<file path="src/rtl/pipe_stage_buf_pkg.sv">
// Shared control definitions for the two-entry pipeline stage buffer:
// state encoding and statistics-counter enable constants.
package pipe_stage_buf_pkg;

  localparam logic [1:0] ST_EMPTY = 2'd0;
  localparam logic [1:0] ST_HALF  = 2'd1;
  localparam logic [1:0] ST_FULL  = 2'd2;

  localparam logic CNT_INC  = 1'b1;
  localparam logic CNT_HOLD = 1'b0;

  // A stall is an upstream offer that is refused, outside a flush.
  function automatic logic stall_en(
    input logic valid,
    input logic ready,
    input logic flush
  );
    return (valid && !ready && !flush) ? CNT_INC : CNT_HOLD;
  endfunction

  function automatic logic flush_en(input logic flush);
    return flush ? CNT_INC : CNT_HOLD;
  endfunction

endpackage

</file>
<file path="src/rtl/pipe_stage_buf_sat_counter.sv">
// Saturating up-counter used for the buffer statistics.
// Sticks at all-ones instead of wrapping.
module sat_counter #(
  parameter int CNT_W = 16
) (
  input  logic             clk,
  input  logic             reset,
  input  logic             inc,
  output logic [CNT_W-1:0] count
);

  // Count enabled cycles, holding once the top value is reached.
  always_ff @(posedge clk) begin
    if (reset) begin
      count <= '0;
    end else if (inc && (count != {CNT_W{1'b1}})) begin
      count <= count + 1'b1;
    end
  end

endmodule

</file>
<file path="src/rtl/pipe_stage_buf.sv">
// Two-entry skid buffer between pipeline stages (head + skid).
// All outputs come straight from registers.
module pipe_stage_buf #(
  parameter int               WIDTH     = 64,
  parameter logic [WIDTH-1:0] FLUSH_VAL = '0,
  parameter int               CNT_W     = 16
) (
  input  logic             clk,
  input  logic             reset,
  input  logic             in_valid,
  output logic             in_ready,
  input  logic [WIDTH-1:0] in_data,
  output logic             out_valid,
  input  logic             out_ready,
  output logic [WIDTH-1:0] out_data,
  input  logic             flush,
  output logic [1:0]       occupancy,
  output logic [CNT_W-1:0] stall_cnt,
  output logic [CNT_W-1:0] flush_cnt
);

  import pipe_stage_buf_pkg::*;

  logic [1:0]       state;
  logic [WIDTH-1:0] head;
  logic [WIDTH-1:0] skid;
  logic             push;
  logic             pop;
  logic             stall_inc;
  logic             flush_inc;

  assign in_ready  = (state != ST_FULL);
  assign out_valid = (state != ST_EMPTY);
  assign out_data  = head;
  assign occupancy = state;

  assign push = in_valid & in_ready;
  assign pop  = out_valid & out_ready;

  assign stall_inc = stall_en(in_valid, in_ready, flush);
  assign flush_inc = flush_en(flush);

  // Entry state machine; reset beats flush, flush beats push/pop.
  always_ff @(posedge clk) begin
    if (reset || flush) begin
      state <= ST_EMPTY;
      head  <= FLUSH_VAL;
      skid  <= FLUSH_VAL;
    end else begin
      case (state)
        ST_EMPTY: begin
          if (push) begin
            head  <= in_data;
            state <= ST_HALF;
          end
        end
        ST_HALF: begin
          if (push && pop) begin
            head <= in_data;
          end else if (push) begin
            skid  <= in_data;
            state <= ST_FULL;
          end else if (pop) begin
            head  <= FLUSH_VAL;
            state <= ST_EMPTY;
          end
        end
        ST_FULL: begin
          if (pop) begin
            head  <= skid;
            skid  <= FLUSH_VAL;
            state <= ST_HALF;
          end
        end
        default: begin
          state <= ST_EMPTY;
          head  <= FLUSH_VAL;
          skid  <= FLUSH_VAL;
        end
      endcase
    end
  end

  sat_counter #(.CNT_W(CNT_W)) u_stall_cnt (
    .clk   (clk),
    .reset (reset),
    .inc   (stall_inc),
    .count (stall_cnt)
  );

  sat_counter #(.CNT_W(CNT_W)) u_flush_cnt (
    .clk   (clk),
    .reset (reset),
    .inc   (flush_inc),
    .count (flush_cnt)
  );

endmodule

</file>
<file path="config.mk">
export PLATFORM = sky130hd
export DESIGN_NAME = pipe_stage_buf
export DESIGN_NICKNAME = d
export VERILOG_FILES = /design/src/rtl/pipe_stage_buf_pkg.sv /design/src/rtl/pipe_stage_buf_sat_counter.sv /design/src/rtl/pipe_stage_buf.sv
export SDC_FILE = /design/constraint.sdc
export NUM_CORES = 1
export LEC_CHECK = 0
export BUFFER_PORTS_ARGS = -buffer_cell sky130_fd_sc_hd__buf_2
export CORE_MARGIN = 4
export CORE_UTILIZATION = 45
export CTS_CLUSTER_SIZE = 24
export DETAILED_ROUTE_END_ITERATION = 7
export GPL_TIMING_DRIVEN = 0
export PLACE_DENSITY = 0.68
export RECOVER_POWER = 25
export SLEW_MARGIN = 20
export SYNTH_ARGS = -nofsm -noshare
export SYNTH_HDL_FRONTEND = slang
export SYNTH_HIERARCHICAL = 1
export SYNTH_SLANG_ARGS = --single-unit
</file>
<file path="constraint.sdc">
create_clock -name clk -period 2.96 [get_ports clk]
set_clock_uncertainty 0.05 [all_clocks]
set_input_delay 0.592 -clock clk [delete_from_list [all_inputs] [get_ports clk]]
set_output_delay 0.592 -clock clk [all_outputs]
set_load 0.01 [all_outputs]
</file>
# Yosys cells after proc, flatten, opt, wreduce, memory -nomap -nowiden
# Cells that the tools add are included.
[word_totals]
ff_bits = 162
out_inout_bits = 100
elab_cells = 51
inputBits = 69
[op_classes]
add_sub_neg = 2
n_mux = 16
n_reduce_logical = 13
bitwise_logic = 3
eq_ne = 12
[op_table]
columns = ["operator", "n"]
rows = [
  ["$mux 64", 6],
  ["$pmux 64 s3", 2],
  ["$add 16x1->16 const B", 2],
  ["$ne 16x16->1 const B", 2],
  ["$reduce_and 4->1", 3],
  ["$mux 2", 5],
  ["$ne 2x2->1 const B", 5],
  ["$ne 3x3->1 const B", 3],
  ["$pmux 2 s3", 1],
  ["$logic_and 1x1->1", 5],
  ["$and 1x1->1", 2],
  ["$eq 2x1->1 const B", 1],
  ["$eq 2x2->1 const B", 1],
  ["$logic_not 1->1", 2],
  ["$logic_not 2->1", 1],
  ["$mux 1", 2],
  ["$reduce_bool 2->1", 1],
  ["$logic_or 1x1->1", 1],
  ["$not 1->1", 1],
]

# Longest topological paths before layout
[logic_depth]
word_depth = 6
mapped_depth = 9
depth_no_buf = 6

# Hierarchy
# Netlist, hierarchy kept.
[by_module_without_submodules]
columns = ["module", "area_each_um2", "seq_area_each_um2", "cells_per_inst", "n_inst"]
rows = [
  ["pipe_stage_buf", 5963.2, 2602.5, 670, 1],
  ["sat_counter", 848.3, 320.3, 99, 2],
]

# Worst setup path before layout
# Ideal clock, no wire load.
[synth_timing]
path_kind = "input to register"
startpoint = "in flush"
endpoint = "reg u_stall_cnt.count[7]"
stages = 8
path_slack_ps = 459
n_path_buf = 3
t_required_ps = 2840
arrival_time_ps = 2380
setup_time_ps = 70
cell_sequence = "or3b_1 > buf_6 > buf_6 > nor2_1 > nand2_1 > clkbuf_1 > or4_1 > a21oi_1"
[synth_via]
elab_chain_len = 4
[synth_lines]
columns = ["item", "line", "rtl"]
rows = [
  ["from (decl)", "pipe_stage_buf.sv:16", "input logic flush,"],
  ["$logic_not 1->1", "pipe_stage_buf_pkg.sv:18", "return (valid && !ready && !flush) ? CNT_INC : CNT_HOLD;"],
  ["$logic_and 1x1->1", "pipe_stage_buf_pkg.sv:18", ""],
  ["$mux 1", "pipe_stage_buf_pkg.sv:18", ""],
  ["named net stall_inc", "pipe_stage_buf.sv:29", "logic stall_inc;"],
  ["$logic_and 1x1->1", "pipe_stage_buf_sat_counter.sv:16", "end else if (inc && (count != {CNT_W{1'b1}})) begin"],
  ["to (signal assigned)", "pipe_stage_buf_sat_counter.sv:17", "count <= count + 1'b1;"],
  ["to (decl)", "pipe_stage_buf_sat_counter.sv:9", "output logic [CNT_W-1:0] count"],
]
# The timed path passes the listed nets, and every way through them passes these cells.
# A chain may end at the register's enable or synchronous reset.

# Worst setup path in the final report
[layout_timing]
startpoint = "reg state[1], in the netlist occupancy[1]"
endpoint = "reg u_stall_cnt.count[13]"
[layout_via]
elab_chain_len = 6
[layout_lines]
columns = ["item", "line", "rtl"]
rows = [
  ["from (decl)", "pipe_stage_buf.sv:24", "logic [1:0] state;"],
  ["from (signal assigned)", "pipe_stage_buf.sv:46", "state <= ST_EMPTY;"],
  ["from (signal assigned)", "pipe_stage_buf.sv:54", "state <= ST_HALF;"],
  ["from (signal assigned)", "pipe_stage_buf.sv:62", "state <= ST_FULL;"],
  ["$ne 2x2->1", "pipe_stage_buf.sv:32", "assign in_ready = (state != ST_FULL);"],
  ["$logic_not 1->1", "pipe_stage_buf_pkg.sv:18", ""],
  ["$logic_and 1x1->1 (2 in a row)", "pipe_stage_buf_pkg.sv:18", ""],
  ["$mux 1", "pipe_stage_buf_pkg.sv:18", ""],
  ["named net stall_inc", "pipe_stage_buf.sv:29", ""],
  ["$logic_and 1x1->1", "pipe_stage_buf_sat_counter.sv:16", ""],
]
# The timed path passes the listed nets, and every way through them passes these cells.

==> impl_metrics.ini <==
[logic_synthesis]
synthCells = 868
yosys_warnings = 6
ys_seq_area_frac = 0.423
syn_area_um2 = 7660
synth-edff-count = 0
synth_nets = 939
synth_top_area_frac = 0.423
avgSynthCellArea_um2 = 8.82
synth_cell_types = 47
async_flop_share = 0
synth_most_common_cell = nand2_1
synthFlopType = dfxtp_1
synthTopCellsByCount = nand2_1 (206), dfxtp_1 (162), nand3b_1 (66)
synth_top_area_cell = dfxtp_1
ys_top_cells_by_area = dfxtp_1 (42%), nand2_1 (10%), a221o_1 (8.4%)
synth.ff_latch_count = 162

[hold_path]
worstHoldEndpoint = out_data[38]
hold_depth = 2
hp-start = in_data[38]
min_path_type = in -> reg

[critical_path]
required_ns = 3.27
cp-start-kind = flop
worstSetupPathType = reg -> reg
path_max_fanout = 10
critPathCaptureType = flop
r2r_cells = 8
r2r_start = occupancy[1]
r2r-end = u_stall_cnt/count[13]
arrival_ns = 3.00
rrSetupSlack_ns = 0.27

[pwr]
peakVddDrop_v = 0.000400
power_leakage_nw = 3.08
p_switching_w = 0.00114
clkPwrFrac = 0.475
p_per_area_nw_per_um2 = 531
combPwrFrac = 0.072
p_int_w = 0.00382
p_sw_frac = 0.230
pwr-share-seq = 0.453

[timing]
setup_viol = 0
maxSlewHeadroom = 0.497
timing.final.crit_share = 0.910
worst_pin_slew_ns = 0.754
layout_min_cycle_time_ns = 2.69
max_freq_mhz = 371
hold_viol = 0
setup_ws_ns = 0.265
slew_viol_final = 0
rsz0062_at_grt = false

[cells_and_area]
finalNetCount = 1125
num-fill-cells = 1582
drive_above_1_share = 0.214
areaGrowthSynthToFinish_pct = 21.8
stdcell_area_um2 = 9330

[placement]
placed_area_um2 = 8770
gp_congestion = 0.865
dp_hpwl_um = 15000
place_ws_ns = -0.0509
io_buffers = 167

[cts]
clk_latency_ns = 0.43
cts_root_buf = clkbuf_16
clock_path_buffers = 2
hold_buffers = 0
clk_pin_slew_ns = 0.06
cts_sinks = 162
cts_tree = yes
htreeDepth = 4
post_cts_buffers = 0
numCtsBuffers = 17

[grt]
grt_pass1_vias = 7073
grt_max_degree = 17
grt_pass1_wl_um = 35900
antenna_found_initial = 2
grt_use_total = 0.222
overflow = 0

[floorplan]
initial_utilization = 0.460
rows = 47
core_um2 = 16600
die_area_um2 = 19200
pin_count = 169
die_y_um = 138
fp.dieW_um = 138

[routing]
wl_per_cell_um = 16.7
num_vias = 7339
drc = 0
drt_iter0_drc = 438
vias_per_cell = 5.70
first_pass_iters = 5
wirelength_um = 21400
postRouteAntennaNets = 0

[run_status]
status = completed

[job]
drv_cap = 0
[per-stage QoR]
step / total power, W / utilization / TNS (ns) / hold WS, ns / std cells
5_1_grt: 0.00512 / 0.561 / 0 / 0.347 / 1288
4_1_cts: 0.00499 / 0.565 / 0 / 0.346 / 1287
3_3_place_gp: 0.00266 / 0.527 / -0.141 / 0.413 / 1255
3_5_place_dp: 0.00266 / 0.527 / -0.170 / 0.419 / 1255
2_1_floorplan: 0.00249 / - / 0 / 0.421 / 868
6_report: 0.00496 / 0.561 / 0 / 0.349 / 1288
[final cells by class]
class	instances	area (um2)	area share
Antenna cell	1	2.50	0.000268
Sequential cell	162	3240	0.348
Buffer	79	409	0.0439
Clock buffer	23	478	0.0512
Clock inverter	9	153	0.0164
Tap cell	220	275	0.0295
Multi-Input combinational cell	620	3980	0.427
Inverter	7	26.3	0.00282
Timing Repair Buffer	167	761	0.0815
[state kept, by name, summed over array words and instances, names as in the netlist]
name / cells
u_stall_cnt/count: 16
u_flush_cnt/count: 16
skid: 64
out_data: 64
occupancy: 2
[how the worst max path moves through the flow]
stage               slack (ns)  depth (start not counted)    startpoint                     to
finish                    0.27                          8  occupancy[1]  u_stall_cnt/count[13]
global route              0.11                          8  occupancy[1]  u_stall_cnt/count[13]
floorplan                 0.46                          8         flush   u_stall_cnt/count[7]
global placement         -0.06                          9         flush  u_stall_cnt/count[13]
CTS                       0.14                          8  occupancy[1]  u_stall_cnt/count[13]
detailed placement       -0.05                          9         flush   u_stall_cnt/count[7]
[metal layers]
layer  global-route usage  up-vias  share of wire
met5                    0        -        0.00061
met4               0.0629        2          0.013
met3               0.0473       26          0.060
met2                0.358      224           0.47
met1                0.301     3502           0.46
li1                     -     3585              -
[cells by family after synthesis]
| kind of cell | synth area share |
|---|---|
| and+or+nand+nor | 0.325 |
| adders and majority gates | 0.00327 |
| muxes | 0.00702 |
| buffers and inverters | 0.0570 |
| xor gates and xnor gates | 0.00457 |
| AOI/OAI and AO/OA | 0.180 |
| DFF | 0.423 |
[what timing repair did]
action / CTS / global route
setup endpoints to repair: 0 / 5
gates resized for setup: 0 / 1
endpoints found under the hold margin: 0 / 0
[worst max-delay path: stages, from the launching register on]
cell	delay, ns
dfxtp_1	0.55
or3b_1	0.44
buf_6	0.18
buf_6	0.16
nor2_2	0.25
nand2_1	0.12
clkbuf_1	0.21
or4_1	0.50
a21oi_1	0.16
[layout by cell type, fill, tap and decap left out, drive strengths merged, types with 2 or more instances in the layout]
master  count
o21a        3
nand2b      3
and4        6
nor4        6
o311ai      2
o32ai       2
or2         2
a21oi      21
ha          2
a221o      64
xnor2       4
nor2       14
inv         7
o41ai       2
nor3       72
or4        14
nand2     208
dfxtp     162
buf       144
or3         7
o21ai       8
clkbuf    125
mux2i       2
nand4       8
clkinv      5
bufinv      4
a31oi      64
nor2b       5
nand3b     66
nand3      12
o31ai      12
nor4bb      2
mux2        3
and3        2
[power groups by stage]
stage	logic (W)	registers, W	clock network, W
after floorplan	0.000181	0.00231	0
after detailed placement	0.000364	0.00229	0
after CTS	0.000365	0.00225	0.00238
after global routing	0.000390	0.00225	0.00248
final	0.000355	0.00225	0.00236
after global placement	0.000363	0.00229	0
Note: power is estimated with default switching activity, not from simulation.
